File: config.mk
export PLATFORM = sky130hd
export DESIGN_NAME = mux2_rr_arb_flat
export DESIGN_NICKNAME = d
export VERILOG_FILES = /design/src/rtl/mux2_rr_pkg.sv /design/src/rtl/mux2_rr_arb_if.sv /design/src/rtl/mux2.sv /design/src/rtl/rr_grant2.sv /design/src/rtl/mux2_rr_arb.sv /design/src/flat_wrapper.sv
export SDC_FILE = /design/constraint.sdc
export NUM_CORES = 1
export LEC_CHECK = 0
export BUFFER_PORTS_ARGS = -buffer_cell sky130_fd_sc_hd__buf_2
export CORE_UTILIZATION = 30
export DETAILED_ROUTE_END_ITERATION = 7
export PLACE_DENSITY_LB_ADDON = 0.3
export SLEW_MARGIN = 20
export SYNTH_ARGS = -nofsm -noshare
export SYNTH_HDL_FRONTEND = slang
export SYNTH_HIERARCHICAL = 1
export SYNTH_SLANG_ARGS = --single-unit
File: constraint.sdc
create_clock -name clk -period 4.8 [get_ports clk]
set_clock_uncertainty 0.15 [all_clocks]
set_input_delay 0 -clock clk [delete_from_list [all_inputs] [get_ports clk]]
set_output_delay 0 -clock clk [all_outputs]
set_load 0.05 [all_outputs]
File: src/rtl/mux2_rr_pkg.sv
// rtl/mux2_rr_pkg.sv - shared types and constants for the round-robin 2:1 mux arbiter
// Contents: output register state type, channel index constants, last_grant reset value.
package mux2_rr_pkg;

    typedef enum logic {
        EMPTY = 1'b0,
        FULL  = 1'b1
    } state_t;

    localparam logic CH0 = 1'b0;
    localparam logic CH1 = 1'b1;

    // Reset as if ch1 won last, so ch0 wins the first contention.
    localparam logic LAST_GRANT_RST = CH1;

endpackage

File: src/rtl/mux2_rr_arb_if.sv
// rtl/mux2_rr_arb_if.sv - two-source request side and registered output side of the arbiter
// Signals: in_data (2*W, ch0 low half), in_valid[1:0], in_ready[1:0],
//          out_data (W), out_sel, out_valid, out_ready.
// Modports: slave = arbiter view, master = surrounding sources/sink view.
interface mux2_rr_arb_if #(
    parameter int W = 8
);
    logic [2*W-1:0] in_data;
    logic [1:0]     in_valid;
    logic [1:0]     in_ready;
    logic [W-1:0]   out_data;
    logic           out_sel;
    logic           out_valid;
    logic           out_ready;

    modport slave (
        input  in_data, in_valid, out_ready,
        output in_ready, out_data, out_sel, out_valid
    );

    modport master (
        output in_data, in_valid, out_ready,
        input  in_ready, out_data, out_sel, out_valid
    );
endinterface

File: src/rtl/mux2.sv
// rtl/mux2.sv - 2:1 data mux
// Ports: a (selected when s=0), b (selected when s=1), s, y.
module mux2 #(
    parameter int W = 8
) (
    input  logic [W-1:0] a,
    input  logic [W-1:0] b,
    input  logic         s,
    output logic [W-1:0] y
);
    assign y = s ? b : a;
endmodule

File: src/rtl/rr_grant2.sv
// rtl/rr_grant2.sv - combinational two-way round-robin grant
// Ports: in_valid[1:0], last_grant, can_load in; grant_valid, grant_idx out.
module rr_grant2 (
    input  logic [1:0] in_valid,
    input  logic       last_grant,
    input  logic       can_load,
    output logic       grant_valid,
    output logic       grant_idx
);
    import mux2_rr_pkg::*;

    always_comb begin
        grant_valid = 1'b0;
        grant_idx   = CH0;
        // Gating on can_load keeps in_valid from reaching in_ready while blocked.
        if (can_load) begin
            case (in_valid)
                2'b01: begin
                    grant_valid = 1'b1;
                    grant_idx   = CH0;
                end
                2'b10: begin
                    grant_valid = 1'b1;
                    grant_idx   = CH1;
                end
                2'b11: begin
                    grant_valid = 1'b1;
                    grant_idx   = ~last_grant;
                end
                default: begin
                    grant_valid = 1'b0;
                    grant_idx   = CH0;
                end
            endcase
        end
    end
endmodule

File: src/rtl/mux2_rr_arb.sv
// rtl/mux2_rr_arb.sv - round-robin arbiter driving a registered 2:1 mux with valid/ready output
// Ports: clk, rst_n (async active-low), bus (mux2_rr_arb_if.slave),
//        grant_cnt0/grant_cnt1 saturating grant counters (only with MUX2_RR_STATS_EN).
// Option: MUX2_RR_STATS_EN adds the CNT_W parameter and the grant counters.
module mux2_rr_arb #(
    parameter int W = 8
`ifdef MUX2_RR_STATS_EN
    ,
    parameter int CNT_W = 16
`endif
) (
    input  logic              clk,
    input  logic              rst_n,
    mux2_rr_arb_if.slave      bus
`ifdef MUX2_RR_STATS_EN
    ,
    output logic [CNT_W-1:0]  grant_cnt0,
    output logic [CNT_W-1:0]  grant_cnt1
`endif
);
    import mux2_rr_pkg::*;

    state_t         state_q, state_d;
    logic [W-1:0]   data_q;
    logic           sel_q;
    logic           last_grant_q;
    logic           can_load;
    logic           grant_valid;
    logic           grant_idx;
    logic [W-1:0]   mux_y;

    // rst_n is folded in so in_ready stays 00 while reset is held,
    // even though the register reads EMPTY then.
    assign can_load = rst_n && ((state_q == EMPTY) || bus.out_ready);

    rr_grant2 u_grant (
        .in_valid    (bus.in_valid),
        .last_grant  (last_grant_q),
        .can_load    (can_load),
        .grant_valid (grant_valid),
        .grant_idx   (grant_idx)
    );

    mux2 #(.W(W)) u_mux (
        .a (bus.in_data[W-1:0]),
        .b (bus.in_data[2*W-1:W]),
        .s (grant_idx),
        .y (mux_y)
    );

    always_ff @(posedge clk or negedge rst_n) begin
        if (!rst_n) begin
            state_q      <= EMPTY;
            data_q       <= '0;
            sel_q        <= CH0;
            last_grant_q <= LAST_GRANT_RST;
        end else begin
            state_q <= state_d;
            if (grant_valid) begin
                data_q       <= mux_y;
                sel_q        <= grant_idx;
                last_grant_q <= grant_idx;
            end
        end
    end

    always_comb begin
        state_d      = state_q;
        bus.in_ready = 2'b00;
        if (grant_valid) begin
            // A grant always refills; a simultaneous pop leaves the register FULL.
            state_d      = FULL;
            bus.in_ready = grant_idx ? 2'b10 : 2'b01;
        end else if ((state_q == FULL) && bus.out_ready) begin
            state_d = EMPTY;
        end
    end

    assign bus.out_valid = (state_q == FULL);
    assign bus.out_data  = data_q;
    assign bus.out_sel   = sel_q;

`ifdef MUX2_RR_STATS_EN
    always_ff @(posedge clk or negedge rst_n) begin
        if (!rst_n) begin
            grant_cnt0 <= '0;
            grant_cnt1 <= '0;
        end else if (grant_valid) begin
            if ((grant_idx == CH0) && (grant_cnt0 != '1)) begin
                grant_cnt0 <= grant_cnt0 + CNT_W'(1);
            end
            if ((grant_idx == CH1) && (grant_cnt1 != '1)) begin
                grant_cnt1 <= grant_cnt1 + CNT_W'(1);
            end
        end
    end
`endif

endmodule
File: src/flat_wrapper.sv
// flat-port wrapper written by rule: the top's interface ports become plain ports
module mux2_rr_arb_flat import mux2_rr_pkg::*;
#(
    parameter int W = 8

)
  (clk, rst_n, bus_in_data, bus_in_valid, bus_out_ready, bus_in_ready, bus_out_data, bus_out_sel, bus_out_valid);
  mux2_rr_arb_if #(.W(W)) bus_i ();
  input  logic clk;
  input  logic rst_n;
  input wire logic [$bits(bus_i.in_data)-1:0] bus_in_data;
  input wire logic [$bits(bus_i.in_valid)-1:0] bus_in_valid;
  input wire logic [$bits(bus_i.out_ready)-1:0] bus_out_ready;
  output wire logic [$bits(bus_i.in_ready)-1:0] bus_in_ready;
  output wire logic [$bits(bus_i.out_data)-1:0] bus_out_data;
  output wire logic [$bits(bus_i.out_sel)-1:0] bus_out_sel;
  output wire logic [$bits(bus_i.out_valid)-1:0] bus_out_valid;
  assign bus_i.in_data = bus_in_data;
  assign bus_i.in_valid = bus_in_valid;
  assign bus_i.out_ready = bus_out_ready;
  assign bus_in_ready = bus_i.in_ready;
  assign bus_out_data = bus_i.out_data;
  assign bus_out_sel = bus_i.out_sel;
  assign bus_out_valid = bus_i.out_valid;
  mux2_rr_arb #(.W(W)) u_core (.clk(clk), .rst_n(rst_n), .bus(bus_i));
endmodule
* Yosys cells after proc, flatten, opt, wreduce, memory -nomap -nowiden
Index checks and enable logic that the tools add are counted.
** Storage, ports and cells
- Register bits after elaboration :: 11
- Memories :: 0
- Word-level logic and storage cells :: 23
- Output and inout bits :: 12
- ROM bits :: 0
- Bits of input ports :: 21
- RAM bits :: 0
- Bits in latches :: 0
** Cells by class
- Equality and inequality tests :: 3
- $add $sub $neg :: 0
- Bitwise gates (word level) :: 2
- Magnitude comparators :: 0
- Multiply operators :: 0
- Shifts and indexed selects :: 0
- Mux-type cells :: 9
- Divide/modulo/power cells :: 0
- Reduce and logical (&&, ||, !) cells :: 5
** Operator list (number)
- $mux W8 :: 1
- $mux W1 :: 5
- $eq A2 B2 Y1 const B :: 2
- $mux W2 :: 2
- $reduce_or A3 Y1 :: 1
- $eq A2 B1 Y1 const B :: 1
- $logic_and A1 B1 Y1 :: 2
- $not A1 Y1 :: 2
- $pmux W1 S2 :: 1
- $reduce_bool A2 Y1 :: 1
- $logic_or A1 B1 Y1 :: 1

* Logic depth before layout (Yosys ltp)
Gate-level depths: netlist (run 1).
- Depth in word-level cells :: 6
- Depth in mapped cells :: 7
- Gate-level depth less buffers :: 6

* Cells and area by module
The synthesis (run 1) kept the hierarchy.
** By module, submodules not included
- mux2_rr_arb :: cells an instance 30, area an instance 446.7 µm², sequential area each 276.5 µm², times used 1
- mux2 :: cells an instance 9, area an instance 131.4 µm², sequential area each 0.0 µm², times used 1
- rr_grant2 :: cells an instance 3, area an instance 20.0 µm², sequential area each 0.0 µm², times used 1

* Worst setup path after synthesis (run 1)
Ideal clock, no wire load.
- Path kind :: reg2out
- Start :: reg u_core.state_q, in the netlist u_core/bus.out_valid
- End :: out bus_in_ready[0]
- Path slack :: 2.726 ns
- Arrival time :: 1.924 ns
- Data required time :: 4.650 ns
- Stages on the path, launching flop included :: 6
- Path buffers :: 1
- Path through :: dfrtp_1 nand2b_1 and2_1 o21a_1 buf_6 nor2b_1
** On the way
- Elaborated cells between the ends (all ways) :: 7
- Those cells by class :: mux: 4; bitwise: 1; reduce/logical: 2
** RTL lines
- from (decl) :: RTL line mux2_rr_arb.sv:23 : state_t state_q, state_d;
- from (signal assigned) :: RTL line mux2_rr_arb.sv:58 : state_q <= state_d;
- $not A1 Y1 :: RTL line mux2_rr_arb.sv:34 : assign can_load = rst_n && ((state_q == EMPTY) || bus.out_ready);
- $logic_or A1 B1 Y1 :: RTL line mux2_rr_arb.sv:34
- $logic_and A1 B1 Y1 :: RTL line mux2_rr_arb.sv:34
- net u_core.can_load :: RTL line mux2_rr_arb.sv:27 : logic can_load;
- $mux W1 :: RTL line rr_grant2.sv:16 : if (can_load) begin
- net u_core.grant_valid :: RTL line mux2_rr_arb.sv:28 : logic grant_valid;
- $mux W2 :: RTL line mux2_rr_arb.sv:70 : if (grant_valid) begin
- to (decl) :: RTL line flat_wrapper.sv:14 : output wire logic [$bits(bus_i.in_ready)-1:0] bus_in_ready;
The timed path passes the listed nets, and every way through them passes these cells.

* Worst setup path after layout (run 1)
- Start :: reg u_core.state_q, in the netlist u_core/bus.out_valid
- End :: reg u_core.data_q[5], in the netlist u_core/bus.out_data[5]
** On the way
- Word-level cells in the longest chain between the ends :: 5
- Elaborated cells between the ends (all ways) :: 6
- Those cells by class :: mux: 3; bitwise: 1; reduce/logical: 2
** RTL lines
- $not A1 Y1 :: RTL line mux2_rr_arb.sv:34
- $logic_or A1 B1 Y1 :: RTL line mux2_rr_arb.sv:34
- $logic_and A1 B1 Y1 :: RTL line mux2_rr_arb.sv:34
- net u_core.can_load :: RTL line mux2_rr_arb.sv:27
- $mux W1 :: RTL line rr_grant2.sv:16
- net u_core.grant_idx :: RTL line mux2_rr_arb.sv:29 : logic grant_idx;
- $mux W8 :: RTL line mux2.sv:11 : assign y = s ? b : a;
- net u_core.mux_y[5] :: RTL line mux2_rr_arb.sv:30 : logic [W-1:0] mux_y;
- to (signal assigned) :: RTL line mux2_rr_arb.sv:60 : data_q <= mux_y;
- to (decl) :: RTL line mux2_rr_arb.sv:24 : logic [W-1:0] data_q;
The timed path passes the listed nets, and every way through them passes these cells.
A chain may end at the register's enable or synchronous reset.

==> results of run 1 <==
-- state kept, by name, indices dropped and copies added, names as in the netlist --
register / flops
u_core/bus.out_data: 8
u_core/bus.out_valid: 1
u_core/bus.out_sel: 1
u_core/last_grant_q: 1
-- critical path: stages, from the launching register on --
cell	delay (ns)
dfrtp_1	0.38
nand2b_1	0.10
and2_1	0.15
nand2_1	0.06
a21oi_2	0.55
mux2_4	0.35
dlygate4sd3_1	0.57
mux2_4	0.26
-- what timing repair did --
| item | 4_1_cts | 5_1_grt |
|---|---|---|
| endpoints found under the setup margin | 0 | 0 |
| hold buffers | 19 | 0 |
| endpoints found under the hold margin | 20 | 0 |
-- layer usage --
metal | vias to the layer above | wire (µm)
li1 | 247 | -
met1 | 234 | 514
met2 | 18 | 575
met3 | 0 | 73
met4 | 0 | 0
met5 | - | 0
-- kinds of logic after synthesis --
| kind of cell | Yosys count | synth area share |
|---|---|---|
| mux | 16 | 0.383 |
| compound gates | 4 | 0.0439 |
| simple gates | 6 | 0.0544 |
| flops | 11 | 0.462 |
| buf+inv | 5 | 0.0565 |
-- worst paths after layout --
path | startpoint | endpoint | slack, ns | cells after the start
min in group clk | bus_in_valid[0] | u_core/last_grant_q$_DFFE_PN1P_ | 0.09 | 4
hold reg to reg | u_core/last_grant_q$_DFFE_PN1P_ | u_core/last_grant_q$_DFFE_PN1P_ | 0.34 | 2
setup reg to reg | u_core/bus.out_valid$_DFFE_PN0P_ | u_core/bus.out_data[5]$_DFFE_PN0P_ | 2.12 | 7
hold / removal | rst_n | u_core/last_grant_q$_DFFE_PN1P_ | 0.08 | 2
max in group asynchronous | rst_n | u_core/bus.out_data[4]$_DFFE_PN0P_ | 3.56 | 3
setup / recovery | u_core/bus.out_valid$_DFFE_PN0P_ | u_core/bus.out_data[5]$_DFFE_PN0P_ | 2.12 | 7
-- per-stage QoR --
step | instances | total power, mW | setup slack (ns) | util
after floorplan | 42 | 0.227 | 2.73 | -
after global routing | 120 | 0.352 | 1.98 | 0.546
after global placement | 97 | 0.256 | 2.74 | 0.426
final | 120 | 0.331 | 2.12 | 0.546
after detailed placement | 97 | 0.258 | 2.68 | 0.426
after CTS | 120 | 0.338 | 2.12 | 0.546
-- power by group --
| part | internal, mW | switching, mW | leakage (nW) | total, mW |
|---|---|---|---|---|
| clock network | 0.0321 | 0.0293 | 0.0150 | 0.0614 |
| logic | 0.0599 | 0.0899 | 0.352 | 0.150 |
| registers | 0.111 | 0.00870 | 0.129 | 0.120 |
| total | 0.203 | 0.128 | 0.496 | 0.331 |
-- synth_stat cells, types with 2 or more instances --
cell type	n
nand2b_1	2
dfrtp_1	10
o21ai_0	2
mux2_2	3
mux2_4	13
buf_6	2
inv_1	3
nand2_1	2
-- area by class of cell --
class	count	area share
clock buffers	4	0.0267
inverters	3	0.0115
multi-input cells	26	0.293
flip-flops and latches	11	0.281
well taps	25	0.0318
repair buffers	51	0.356
-- placed cells by master, fill, tap and decap left out --
master / instances
buf_2: 32
dlygate4sd3_1: 19
mux2_4: 13
dfrtp_1: 10
clkbuf_4: 3
inv_1: 3
mux2_2: 3
nand2b_1: 2
nand2_1: 2
o21ai_0: 2
clkbuf_1: 1
nor2b_1: 1
and2_1: 1
dfstp_2: 1
a21oi_2: 1
o21a_1: 1
==> metrics.txt, run 1 <==
status finished clean; vias per cell 4.16; CP Launch Type register; Resized Gates After CTS 0; CTS Buffer Depth 2; Slew Viols, Final 0; nets@finish 117; TritonCTS clock tree yes; area grow syn2layout 64.4%; Sequential Area 277 µm²; Post-DP HPWL 804 µm; WP data required 4.80 ns; syn_nets 63; Post-DP Area 767 µm²; CTS H-tree lvls 1; chip height between 40 and 50 µm; antenna violations before repair 0; Post-Syn Area 598 µm²; Area contributors post-synth dfrtp_1 (42%), mux2_4 (33%), mux2_2 (5.6%); Hold Crit Class in2async; power per cell area 337 nW/µm²; first-pass GRT wire length around 1.6 mm; DRC 0; FF+latch count, synth 11; Avg Inst Size Synth 14.2 µm²; Initial DRC Count 5; DR pass1 iterations 3; CP endpoint kind register; # fillers 188; GRT Total Usage 0.113; DIE WIDTH 46.7 µm; I/O pins 33; f_max 0.374 GHz; Setup violations, final 0; Inserted Clock Buffers 3; Seq/Total Area, Yosys 0.462; Max-slew headroom 0.506; Crit Path Category reg2reg; GR Util met3 0.0235; layout cell share with drive strength beyond 1 0.558; CORE AREA between 1500 and 2000 µm²; final instance area 983 µm²; setup repair bufs after CTS 0; Routed wire per std cell 9.69 µm; busiest grt layer met2; largest net degree at the start of global routing 14; Reg clk slew, reported paths roughly 0.070 ns; multi-input combinational cell area 288 µm²; placer congestion estimate around 0.55; Post-synth EDFFs 0; clk_lat worst skew 0.26 ns; max-cap violation count 0; post-synth cell types 13; crit path time final between 2 and 3 ns; Hold Fails Final Rpt 0; vias between 400 and 500; worst hold slack 0.0781 ns; Least-Margin Pin Slew around 0.74 ns; Initial Util 0.332; worst vdd ir 142 µV; CTS Root Cell clkbuf_4; # clock sinks 11; vias in the first global route about 430; largest area contributor in the netlist dfrtp_1; Leak Pwr 0.496 nW; top-area cell type share of the netlist area 0.418; Detailed Route WL 1.16 mm; CP Max Fanout 10; predominant post-synthesis flop cell dfrtp_1; crit share post-route 0.558; Setup TNS 0 ns; met1 Use GR 0.125; gr ovfl total 0; RSZ-0062 raised after global routing false; Synth warnings 6; post-synthesis async set-or-reset flop share 1.00; Ant. Diodes 0; Rows 15; CP arrival roughly 2.7 ns; Antenna Nets Post-Route 0; Buffers on Ports 32; die area 2180 µm²; Syn Inst Count 42; met2 Use GR 0.186
Note: power is estimated with default switching activity, not from simulation.
==> inputs of run 2 (changes only) <==
- ABC_AREA: unset -> 1
- clock period: 4.8 -> 2.4 ns (I/O delays scaled with it)
==> run 2 against run 1 <==
Sequential share of layout area up 1.0 points. Die area is 5.0% lower. Non-clock buffer count rose by 1. Cell count increased by 33%. Count of clock-buffer cells in the layout unchanged. Sequential power is 98% higher. Wire length grew 23%. Critical path depth grew 3. Sequential cell count is the same. Critical endpoint unchanged.
==> metrics.txt, run 2 <==
Critical Path Slowest Stage Cell dlygate4sd3_1; most common cell in the netlist nand2_1; Synth warnings 6; CP endpoint kind register; post-synth cell types 8; Initial DRC Count 7; CTS Buffer Depth 2; RSZ-0062 raised after global routing false; top-area cell type share of the netlist area 0.442; Initial Util 0.325; I/O pins 33; first-pass GRT wire length 2.37 mm; Post-synth EDFFs 0; worst vdd ir ~270 µV; placer congestion estimate between 0.6 and 0.7; flop-to-flop setup slack 0.30 ns; vias about 660; Post-DP HPWL 953 µm; final core utilization 0.543; most frequent cells in the layout nand2_1 (59), buf_2 (32), dlygate4sd3_1 (19), dfrtp_1 (10), inv_1 (4); Hold Fails Final Rpt 0; DR pass1 iterations 4; Buffers on Ports 32; Area contributors post-synth dfrtp_1 (44%), nand2_1 (39%), buf_6 (6.0%); Post-DP Area 732 µm²; Inserted Clock Buffers 3; syn_nets 103; CP arrival 2.10 ns; DIE WIDTH 45.5 µm; Antenna Nets Post-Route 0; most common cell after layout, fill and taps aside nand2_1; gr ovfl total 0; largest area contributor in the netlist dfrtp_1; Routed wire per std cell 8.95 µm; final instance area approximately 950 µm²; predominant post-synthesis flop cell dfrtp_1; crit-path most repeated cell nand2_1; layout cell share with drive strength beyond 1 0.289; DRC 0; clk_lat worst skew 0.26 ns; FF+latch count, synth 11; f_max 0.476 GHz; worst hold slack 0.0711 ns; largest net degree at the start of global routing 13; post-synthesis async set-or-reset flop share 1.00; Setup violations, final 0; CTS Root Cell clkbuf_4; Leak Pwr a little under 0.6 nW; Resized Gates After CTS 0; die area about 2100 µm²; Rows 15; Hold Crit Class in2async; status finished clean; Setup TNS 0 ns; crit path time final approximately 2.1 ns; CP Launch Point u_core/bus.out_valid$_DFFE_PN0P_; worst path cell trace a21oi_1 -> nand2_1 -> nor2_1 -> buf_4 -> inv_2 -> nand2_1 -> nand2_1 -> dlygate4sd3_1 -> nand2_1 -> nand2_1; CTS H-tree lvls 1; CORE AREA 1750 µm²; Ant. Diodes 0; Crit Path Category reg2reg; # clock sinks 11; max-cap violation count 0; Post-Syn Area between 500 and 600 µm²; Commonest cells post-synth nand2_1 (59), dfrtp_1 (10), inv_1 (4), buf_6 (3); # fillers 176; RR Startpoint u_core/bus.out_valid$_DFFE_PN0P_; Register-to-Register Path Depth 10; Max-slew headroom 0.678; Avg Inst Size Synth 6.91 µm²; CP Max Fanout 11; Worst R2R End u_core/bus.out_data[5]$_DFFE_PN0P_; Max stage delay on crit path 0.54 ns; setup repair bufs after CTS 0; Seq/Total Area, Yosys 0.488; WP data required between 2 and 2.5 ns; CP Launch Type register; area grow syn2layout 67.3%; vias per cell 4.13; GRT Total Usage 0.159; Hold Buf Count CTS 19; Placed Cells incl. Taps ~140; Syn Inst Count 82; Detailed Route WL 1.43 mm; crit share post-route 0.876; antenna violations before repair 0; nets@finish 157; chip height 45.5 µm; Slew Viols, Final 0; Reg clk slew, reported paths 0.07 ns; TritonCTS clock tree yes; vias in the first global route just over 600; Least-Margin Pin Slew 0.481 ns; Largest register FFs 8; power per cell area 673 nW/µm²; crit path to u_core/bus.out_data[5]$_DFFE_PN0P_; Non-Filler Instances 160
## run 2: cell families after synthesis
group / after synthesis / share of synthesized area
AND/OR/NAND/NOR: 61 / 0.404
flip-flops: 11 / 0.488
buffers and inverters: 9 / 0.0993
AO/OA/AOI/OAI: 1 / 0.00882
## run 2: power by group
| part | internal (mW) | total [mW] | switching [mW] | leakage (nW) |
|---|---|---|---|---|
| Sequential | 0.220 | 0.238 | 0.0175 | 0.135 |
| Clock | 0.0642 | 0.124 | 0.0595 | 0.0150 |
| Combinational | 0.0852 | 0.277 | 0.192 | 0.430 |
## run 2: critical path, delay by kind of cell, from the launching register on
kind	cells	cell delay, ns
buffers and inverters	3	0.83
and+or+nand+nor	6	0.42
AOI/OAI and AO/OA	1	0.19
DFF	1	0.39
## run 2: layout make-up
type                            instances  area, µm²  area share
Clock buffer                            4       26.3      0.0277
Timing Repair Buffer                   52        358       0.377
Inverter                                6       22.5      0.0237
Multi-Input combinational cell         62        234       0.247
Sequential cell                        11        277       0.292
Tap cell                               25       31.3      0.0330
## run 2: worst min path at each step
stage                                               to  start  slack, ns  cells past startpoint
global route           u_core/last_grant_q$_DFFE_PN1P_  rst_n       0.09                      2
floorplan           u_core/bus.out_data[0]$_DFFE_PN0P_  rst_n      -0.45                      0
detailed placement    u_core/bus.out_valid$_DFFE_PN0P_  rst_n      -0.26                      1
finish                 u_core/last_grant_q$_DFFE_PN1P_  rst_n       0.07                      2
global placement      u_core/bus.out_valid$_DFFE_PN0P_  rst_n      -0.27                      1
CTS                    u_core/last_grant_q$_DFFE_PN1P_  rst_n       0.06                      2
## run 2: layer usage
metal / track usage / share of wire / routed length (µm)
met5: 0 / 0 / 0
met3: 0.0198 / 0.061 / 87
met4: 0.0727 / 0 / 0
met2: 0.277 / 0.49 / 706
met1: 0.193 / 0.45 / 638
## run 2: metrics by stage
| step | power (mW) | setup WS (ns) |
|---|---|---|
| floorplan | 0.426 | 0.369 |
| global placement | 0.484 | 0.825 |
| detailed placement | 0.487 | 0.781 |
| CTS | 0.643 | 0.300 |
| global route | 0.675 | 0.0872 |
| finish | 0.638 | 0.299 |
